File: config.mk
export PLATFORM = sky130hd
export DESIGN_NAME = mac_dot_sequencer_flat
export DESIGN_NICKNAME = d
export VERILOG_FILES = /design/src/rtl/mac_pkg.sv /design/src/rtl/mac_dot_sequencer_if.sv /design/src/rtl/mac_pair_dp.sv /design/src/rtl/mac_dot_sequencer.sv /design/src/flat_wrapper.sv
export SDC_FILE = /design/constraint.sdc
export NUM_CORES = 1
export LEC_CHECK = 0
export ABC_CLOCK_PERIOD_IN_PS = 8300
export CORE_UTILIZATION = 56
export DETAILED_ROUTE_END_ITERATION = 8
export PLACE_DENSITY = 0.86
export SYNTH_ARGS = -nofsm -noshare
export SYNTH_HDL_FRONTEND = slang
export SYNTH_SLANG_ARGS = --single-unit
File: constraint.sdc
create_clock -name clk -period 8.3 [get_ports clk]
set_clock_uncertainty 0.1 [all_clocks]
set_input_delay 1.66 -clock clk [delete_from_list [all_inputs] [get_ports clk]]
set_output_delay 1.66 -clock clk [all_outputs]
set_load 0.02 [all_outputs]
File: src/rtl/mac_pkg.sv
// Shared types and default widths for the pair-MAC dot-product sequencer.
package mac_pkg;

  typedef enum logic [1:0] {
    IDLE  = 2'd0,
    RUN   = 2'd1,
    FLUSH = 2'd2,
    DONE  = 2'd3
  } mac_state_e;

  localparam int DEF_DW    = 8;
  localparam int DEF_LEN_W = 8;
  localparam int DEF_ACC_W = 32;
  localparam int PROD_W    = 2*DEF_DW + 1;
  localparam int MAX_LEN   = (1 << DEF_LEN_W) - 1;

endpackage

File: src/rtl/mac_dot_sequencer_if.sv
// Operand stream in, result stream out; the sequencer is the slave side.
interface mac_dot_if #(
    parameter int DW    = mac_pkg::DEF_DW,
    parameter int ACC_W = mac_pkg::DEF_ACC_W
);
    logic             in_valid;
    logic             in_ready;
    logic [DW-1:0]    a, b, c, d;
    logic             out_valid;
    logic             out_ready;
    logic [ACC_W-1:0] out_data;
    logic             out_ovf;

    modport master (
        output in_valid, a, b, c, d, out_ready,
        input  in_ready, out_valid, out_data, out_ovf
    );

    modport slave (
        input  in_valid, a, b, c, d, out_ready,
        output in_ready, out_valid, out_data, out_ovf
    );
endinterface

File: src/rtl/mac_pair_dp.sv
// Combinational a*b + c*d, unsigned, at full 2*DW+1 precision.
module mac_pair_dp #(
    parameter int DW = mac_pkg::DEF_DW,
    parameter int PW = 2*DW + 1
) (
    input  logic [DW-1:0] a,
    input  logic [DW-1:0] b,
    input  logic [DW-1:0] c,
    input  logic [DW-1:0] d,
    output logic [PW-1:0] p
);
    assign p = PW'(a) * PW'(b) + PW'(c) * PW'(d);
endmodule

File: src/rtl/mac_dot_sequencer.sv
// Job FSM, beat counter, product register and wrapping accumulator with sticky carry.
module mac_dot_sequencer
    import mac_pkg::*;
#(
    parameter int DW    = DEF_DW,
    parameter int LEN_W = DEF_LEN_W,
    parameter int ACC_W = DEF_ACC_W
) (
    input  logic             clk,
    input  logic             rst,
    input  logic             start,
    input  logic [LEN_W-1:0] len,
    output logic             busy,
    mac_dot_if.slave         io
);
    localparam int PW = 2*DW + 1;

    mac_state_e       state, nxt;
    logic [LEN_W-1:0] rem;
    logic [PW-1:0]    p_comb, p_reg;
    logic             p_vld;
    logic [ACC_W-1:0] acc;
    logic             ovf;
    logic             accept, last, start_ok;
    logic [ACC_W:0]   sum;

    mac_pair_dp #(.DW(DW), .PW(PW)) u_dp (
        .a(io.a), .b(io.b), .c(io.c), .d(io.d), .p(p_comb)
    );

    assign accept   = io.in_valid && (state == RUN);
    assign last     = accept && (rem == LEN_W'(1));
    assign start_ok = start && (state == IDLE);
    assign sum      = {1'b0, acc} + (ACC_W+1)'(p_reg);

    always_comb begin
        nxt = state;
        case (state)
            IDLE:    if (start) nxt = (len != '0) ? RUN : DONE;
            RUN:     if (last) nxt = FLUSH;
            FLUSH:   nxt = DONE;
            DONE:    if (io.out_ready) nxt = IDLE;
            default: nxt = IDLE;
        endcase
    end

    always_ff @(posedge clk) begin
        if (rst) begin
            state <= IDLE;
            rem   <= '0;
            p_reg <= '0;
            p_vld <= 1'b0;
            acc   <= '0;
            ovf   <= 1'b0;
        end else begin
            state <= nxt;
            p_vld <= accept;
            if (accept) p_reg <= p_comb;
            // start only lands in IDLE, where p_vld is already low
            if (start_ok) begin
                rem <= len;
                acc <= '0;
                ovf <= 1'b0;
            end else begin
                if (accept) rem <= rem - LEN_W'(1);
                if (p_vld) begin
                    acc <= sum[ACC_W-1:0];
                    ovf <= ovf | sum[ACC_W];
                end
            end
        end
    end

    assign busy         = (state != IDLE);
    assign io.in_ready  = (state == RUN);
    assign io.out_valid = (state == DONE);
    assign io.out_data  = acc;
    assign io.out_ovf   = ovf;
endmodule

File: src/flat_wrapper.sv
// flat-port wrapper written by rule: the top's interface ports become plain ports
module mac_dot_sequencer_flat import mac_pkg::*;
#(
    parameter int DW    = DEF_DW,
    parameter int LEN_W = DEF_LEN_W,
    parameter int ACC_W = DEF_ACC_W
)
  (clk, rst, start, len, busy, io_in_valid, io_a, io_b, io_c, io_d, io_out_ready, io_in_ready, io_out_valid, io_out_data, io_out_ovf);
  mac_dot_if #(.DW(DW), .ACC_W(ACC_W)) io_i ();
  input  logic clk;
  input  logic rst;
  input  logic start;
  input  logic [LEN_W-1:0] len;
  output logic busy;
  input wire logic [$bits(io_i.in_valid)-1:0] io_in_valid;
  input wire logic [$bits(io_i.a)-1:0] io_a;
  input wire logic [$bits(io_i.b)-1:0] io_b;
  input wire logic [$bits(io_i.c)-1:0] io_c;
  input wire logic [$bits(io_i.d)-1:0] io_d;
  input wire logic [$bits(io_i.out_ready)-1:0] io_out_ready;
  output wire logic [$bits(io_i.in_ready)-1:0] io_in_ready;
  output wire logic [$bits(io_i.out_valid)-1:0] io_out_valid;
  output wire logic [$bits(io_i.out_data)-1:0] io_out_data;
  output wire logic [$bits(io_i.out_ovf)-1:0] io_out_ovf;
  assign io_i.in_valid = io_in_valid;
  assign io_i.a = io_a;
  assign io_i.b = io_b;
  assign io_i.c = io_c;
  assign io_i.d = io_d;
  assign io_i.out_ready = io_out_ready;
  assign io_in_ready = io_i.in_ready;
  assign io_out_valid = io_i.out_valid;
  assign io_out_data = io_i.out_data;
  assign io_out_ovf = io_i.out_ovf;
  mac_dot_sequencer #(.DW(DW), .LEN_W(LEN_W), .ACC_W(ACC_W)) u_core (.clk(clk), .rst(rst), .start(start), .len(len), .busy(busy), .io(io_i));
endmodule
==> results of run 1 <==
-- per-stage QoR --
step                power [uW]  instance area (um2)
floorplan                 1930                 7970
global placement          2300                 8910
detailed placement        2350                 8910
CTS                       2800                 9250
global route              3100                 9250
finish                    2800                 9250
-- layout make-up --
cell class	instances	area share, %
clock buffer	12	2.66
clock inverter	4	1.03
tap	180	2.43
multi-input combinational	691	65.6
sequential	61	13.2
inverter	152	6.17
timing repair buffer	83	8.90
-- layer usage --
layer  global-route usage, %  routed length [um]  up-vias
li1                        -                   -     3218
met1                    34.3                7560     3293
met2                    41.2                8730      210
met3                    4.79                1040       25
met4                    5.79                 266        0
met5                       0                   0        -
-- placed cells by master (no fill, tap or decap), types with 21 or more instances in the layout --
| master | netlist | final |
|---|---|---|
| a21oi_1 | 38 | 37 |
| and2_1 | 72 | 72 |
| clkdlybuf4s50_1 | 0 | 80 |
| dfxtp_1 | 61 | 61 |
| fa_1 | 98 | 98 |
| ha_1 | 89 | 89 |
| inv_1 | 152 | 152 |
| nand2_1 | 113 | 113 |
| nand3_1 | 21 | 21 |
| nor2_1 | 31 | 31 |
-- report_power, final --
group          leakage, uW  switching, uW  internal [uW]  total, uW
logic              0.00361           1180            815       1990
registers         0.000495           33.0            338        371
clock network     0.000167            132            301        433
-- kinds of logic after synthesis --
group / synth area share, %
XOR/XNOR: 2.31
AO/OA/AOI/OAI: 12.1
adder cells (fa/ha/maj): 38.6
AND/OR/NAND/NOR: 21.4
multiplexers: 1.79
buffers and inverters: 8.53
flip-flops: 15.3
-- final timing paths --
path         cells past startpoint  slack [ps]                   start                endpoint
max                             20        1040                 io_c[4]        u_core.p_reg[14]
min                              1         360       u_core.io.out_ovf       u_core.io.out_ovf
max reg2reg                      7        5310  u_core.io.out_data[12]  u_core.io.out_data[23]
min reg2reg                      1         360       u_core.io.out_ovf       u_core.io.out_ovf
-- critical path: stages --
cell and delay, ps:
clkdlybuf4s50_1 640, nand2_1 150, fa_1 570, inv_1 60, fa_1 530, inv_1 60, fa_1 530, inv_1 80
fa_1 510, fa_1 540, inv_1 50, fa_1 520, inv_1 40, ha_1 370, a21o_1 240, a21oi_1 150
nor2b_1 60, a311oi_1 350, or4_1 170, nand3_1 70
==> reports/metrics.csv, run 1 <==
stage;metric;value;unit
placed_design;gp_congestion;0.913;
synthesis;syn_inst;926;
synthesis;synth_top_area_share;24.6;%
global_routing;grt_pass1_wl;29.6;mm
final_layout;regArea;1220;um2
clock_tree;cts_hold_buf;0;
synthesis;synth_area;7970;um2
synthesis;syn_area_per_cell;8.60;um2
power;leakage;0.00427;uW
timing;worst_pin_slew;1140;ps
global_routing;grt_max_degree;36;
global_routing;grt_usage;25.1;%
timing;worst_hold_slack;357;ps
routing;routedWlPerCell;14.9;um
synthesis;async_flop_share;0;%
floorplan;core.rowCount;43;
timing;setup_viol;0;
global_routing;antenna_found_initial;0;
power;ir_drop;394;uV
clock_tree;cts.reportedPaths.clkPinSlew;50;ps
timing;slew_headroom;24.0;%
floorplan;coreArea;13900;um2
synthesis;synthTopCellsByArea;fa_1 25%, dfxtp_1 15%, ha_1 14%;
placed_design;place_inst;1167;
clock_tree;cts_sinks;61;
routing;viasPerCell;5.70;
clock_tree;cts_resized;0;
placed_design;portBuffers;80;
min_path;hold_class;reg -> reg;
final_layout;fillers;1118;
timing;period_needed;7260;ps
clock_tree;worst_skew_pair.late_latency;340;ps
synthesis;synth_edf_count;0;
timing;min_period_over_period;87.5;%
synthesis;synth_top_area_cell;fa_1;
global_routing;grt_pass1_vias;6399;
floorplan;io-pin-count;81;
placed_design;dp_slack;744;ps
floorplan;die_h;121;um
synthesis;yosysUniqueCellTypes;56;
synthesis;ys.flop_type;dfxtp_1;
final_layout;antenna_cells;0;
clock_tree;cts-buffers-inserted;9;
final_layout;area_growth;16.1;%
final_layout;largest_register_ffs;32;
timing;rsz0062_at_grt;no;
critical_path;crit_fanout;8;
synthesis;yosysMostFrequentCell;inv_1;
floorplan;initial_core_util;57.4;%
critical_path;critPathRequiredTime;8410;ps
synthesis;synth_fp_nets;1158;
synthesis;synth_commonest_cells;152 x inv_1, 113 x nand2_1, 98 x fa_1;
critical_path;path_class;in -> reg;
synthesis;ys_ff_latch;61;
routing;antenna_left;0;
routing;vias;6746;
routing;drtIter0Drc;446;
critical_path;cp-end-kind;register;
routing;drcViolationCount;0;
floorplan;die_area;14700;um2
synthesis;ys_seq_area_share;15.3;%
clock_tree;h-tree-depth;3;
final_layout;multiInputGateArea;6070;um2
final_layout;finalNonFillerCells;1183;
synthesis;yosysWarnings;0;
critical_path;startpoint_type;input pin;
final_layout;drive_gt1_share;3.49;%
placed_design;hpwl;14.3;mm
timing;hold_viol_final;0;
clock_tree;cts_tree;done;
global_routing;overflow;0;
routing;wl;17.6;mm
power;p_per_area;302;nW/um2
run_status;status;finished, final reports clean;
final_layout;nets;1230;
clock_tree;clockBufferDepth;2;
timing;drv_slew;0;
clock_tree;cts_root_buf;clkbuf_16;
routing;dr.pass1.iters;5;
floorplan;die_w;121;um
clock_tree;cts_setup_buffers;0;
timing;timing.final.ws_setup;1040;ps
final_layout;utilization;66.6;%
critical_path;worstPathArrival;7370;ps
timing;fmax;138;MHz
timing;fin_tns_setup;0;ps
job;maxCapViolations;0;
(Power assumes the default switching activity.)
==> run 2, diff against run 1 <==
==> constraint.sdc (replaced) <==
create_clock -name clk -period 8.3 [get_ports clk]
set_clock_uncertainty 0.1 [all_clocks]
set_input_delay 1.245 -clock clk [delete_from_list [all_inputs] [get_ports clk]]
set_output_delay 1.245 -clock clk [all_outputs]
set_load 0.02 [all_outputs]
==> reports/metrics.csv, run 2 (same netlist as run 1, synthesis figures left out) <==
stage;metric;value;unit;change
global_routing;antenna_found_initial;0;;unchanged
clock_tree;cts_tree;done;;
routing;wl;17.6;mm;about the same
global_routing;overflow;0;;unchanged
routing;drtIter0Drc;469;;+5.2%
global_routing;grt_pass1_vias;6480;;+1.3%
clock_tree;cts_hold_buf;0;;unchanged
placed_design;place_inst;1167;;unchanged
final_layout;fillers;1104;;-1.3%
floorplan;die_w;121;um;unchanged
timing;slew_headroom;25.5;%;+1.5 points
clock_tree;cts_root_buf;clkbuf_16;;
final_layout;multiInputGateArea;6070;um2;unchanged
floorplan;io-pin-count;81;;unchanged
floorplan;die_area;14700;um2;unchanged
clock_tree;worst_skew_pair.late_latency;340;ps;about the same
critical_path;crit_fanout;8;;unchanged
placed_design;hpwl;14.3;mm;about the same
global_routing;grt_pass1_wl;29.8;mm;+0.81%
clock_tree;h-tree-depth;3;;unchanged
critical_path;crit_chain;clkdlybuf4s50_1 > and2_1 > fa_1 > inv_1 > fa_1 > inv_1 > fa_1 > fa_1 > fa_1 > inv_1 > fa_1 > inv_1 > ha_1 > a21o_1 > a21o_1 > a21o_1 > nor3_1 > a21oi_1 > nand3b_1;;
floorplan;coreArea;13900;um2;unchanged
placed_design;gp_congestion;0.913;;about the same
clock_tree;cts_sinks;61;;unchanged
critical_path;worstPathArrival;6920;ps;-450 ps
power;ir_drop;360;uV;-8.7%
floorplan;initial_core_util;57.4;%;unchanged
timing;fin_tns_setup;0;ps;unchanged
routing;dr.pass1.iters;5;;unchanged
final_layout;finalNonFillerCells;1183;;unchanged
final_layout;area_growth;15.5;%;
final_layout;largest_register_ffs;32;;unchanged
timing;fmax;147;MHz;+6.7%
critical_path;critPathRequiredTime;8420;ps;about the same
critical_path;path_class;in -> reg;;
clock_tree;clockBufferDepth;2;;unchanged
routing;viasPerCell;5.69;;-0.15%
clock_tree;cts_setup_buffers;0;;unchanged
final_layout;drive_gt1_share;3.49;%;unchanged
placed_design;portBuffers;80;;unchanged
routing;routedWlPerCell;14.9;um;about the same
final_layout;nets;1230;;unchanged
floorplan;die_h;121;um;unchanged
critical_path;cp_common_cell;fa_1;;
critical_path;slowest_delay;560;ps;-80 ps
critical_path;cp_slowest_cell;clkdlybuf4s50_1;;
critical_path;startpoint_type;input pin;;
timing;hold_viol_final;0;;unchanged
timing;min_period_over_period;81.9;%;-5.5 points
global_routing;grt_usage;25.6;%;+0.43 points
power;p_per_area;298;nW/um2;-1.5%
timing;worst_pin_slew;1120;ps;-22.7 ps
timing;drv_slew;0;;unchanged
final_layout;antenna_cells;0;;unchanged
min_path;hold_class;reg -> reg;;
clock_tree;cts-buffers-inserted;9;;unchanged
routing;drcViolationCount;0;;unchanged
routing;antenna_left;0;;unchanged
critical_path;cp-end-kind;register;;
final_layout;mostFrequentLayoutCells;152 x inv_1, 113 x nand2_1, 98 x fa_1;;
job;maxCapViolations;0;;unchanged
timing;setup_viol;0;;unchanged
power;leakage;0.00425;uW;-0.57%
routing;vias;6736;;-0.15%
floorplan;core.rowCount;43;;unchanged
run_status;status;finished, final reports clean;;
global_routing;grt_max_degree;36;;unchanged
final_layout;regArea;1220;um2;unchanged
clock_tree;cts_resized;0;;unchanged
clock_tree;cts.reportedPaths.clkPinSlew;50;ps;about the same
timing;rsz0062_at_grt;no;;
timing;period_needed;6800;ps;-459 ps
final_layout;final_common_cell;inv_1;;
run 2: critical path, delay by kind of cell:
kind	cells	cell delay, ps
buf+inv	5	760
simple gates	3	630
fa+ha+maj	7	3570
compound gates	4	710
run 2: layout make-up:
class / count / share of cell area (%)
clock buffers: 12 / 2.68
flip-flops and latches: 61 / 13.3
inverters: 152 / 6.20
clock inverters: 4 / 0.517
multi-input cells: 691 / 65.9
well taps: 180 / 2.45
repair buffers: 83 / 8.95
run 2: final timing paths:
path                               start                      to  slack, ps  cells past startpoint
setup / recovery                 io_c[3]        u_core.p_reg[15]       1500                     19
hold / removal           u_core.p_reg[8]         u_core.p_reg[8]        360                      2
setup reg to reg  u_core.io.out_data[12]  u_core.io.out_data[23]       5340                      7
hold reg to reg          u_core.p_reg[8]         u_core.p_reg[8]        360                      2
run 2: through the flow:
stage               cell area, um2  power [uW]  utilization [%]  hold slack (ps)  setup WS (ps)
floorplan                     7970        1930                -              336           2130
global placement              8910        2300             64.2              348           1270
detailed placement            8910        2370             64.2              355           1170
CTS                           9200        2760             66.3              361           1490
global route                  9200        3060             66.3              379           1250
finish                        9200        2740             66.3              361           1500
run 2: metal layers:
metal / part of all wire, % / vias to the layer above / GRT usage, %
met4: 2.0 / 0 / 7.33
met3: 5.7 / 35 / 5.50
met5: 0 / - / 0
met2: 50 / 191 / 41.9
li1: - / 3212 / -
met1: 42 / 3298 / 33.9
run 2: power breakdown:
group	total [uW]	switching [uW]	leakage, uW	internal, uW
sequential	370	31.9	0.000495	338
combinational	2000	1180	0.00361	815
clock	372	133	0.000143	239
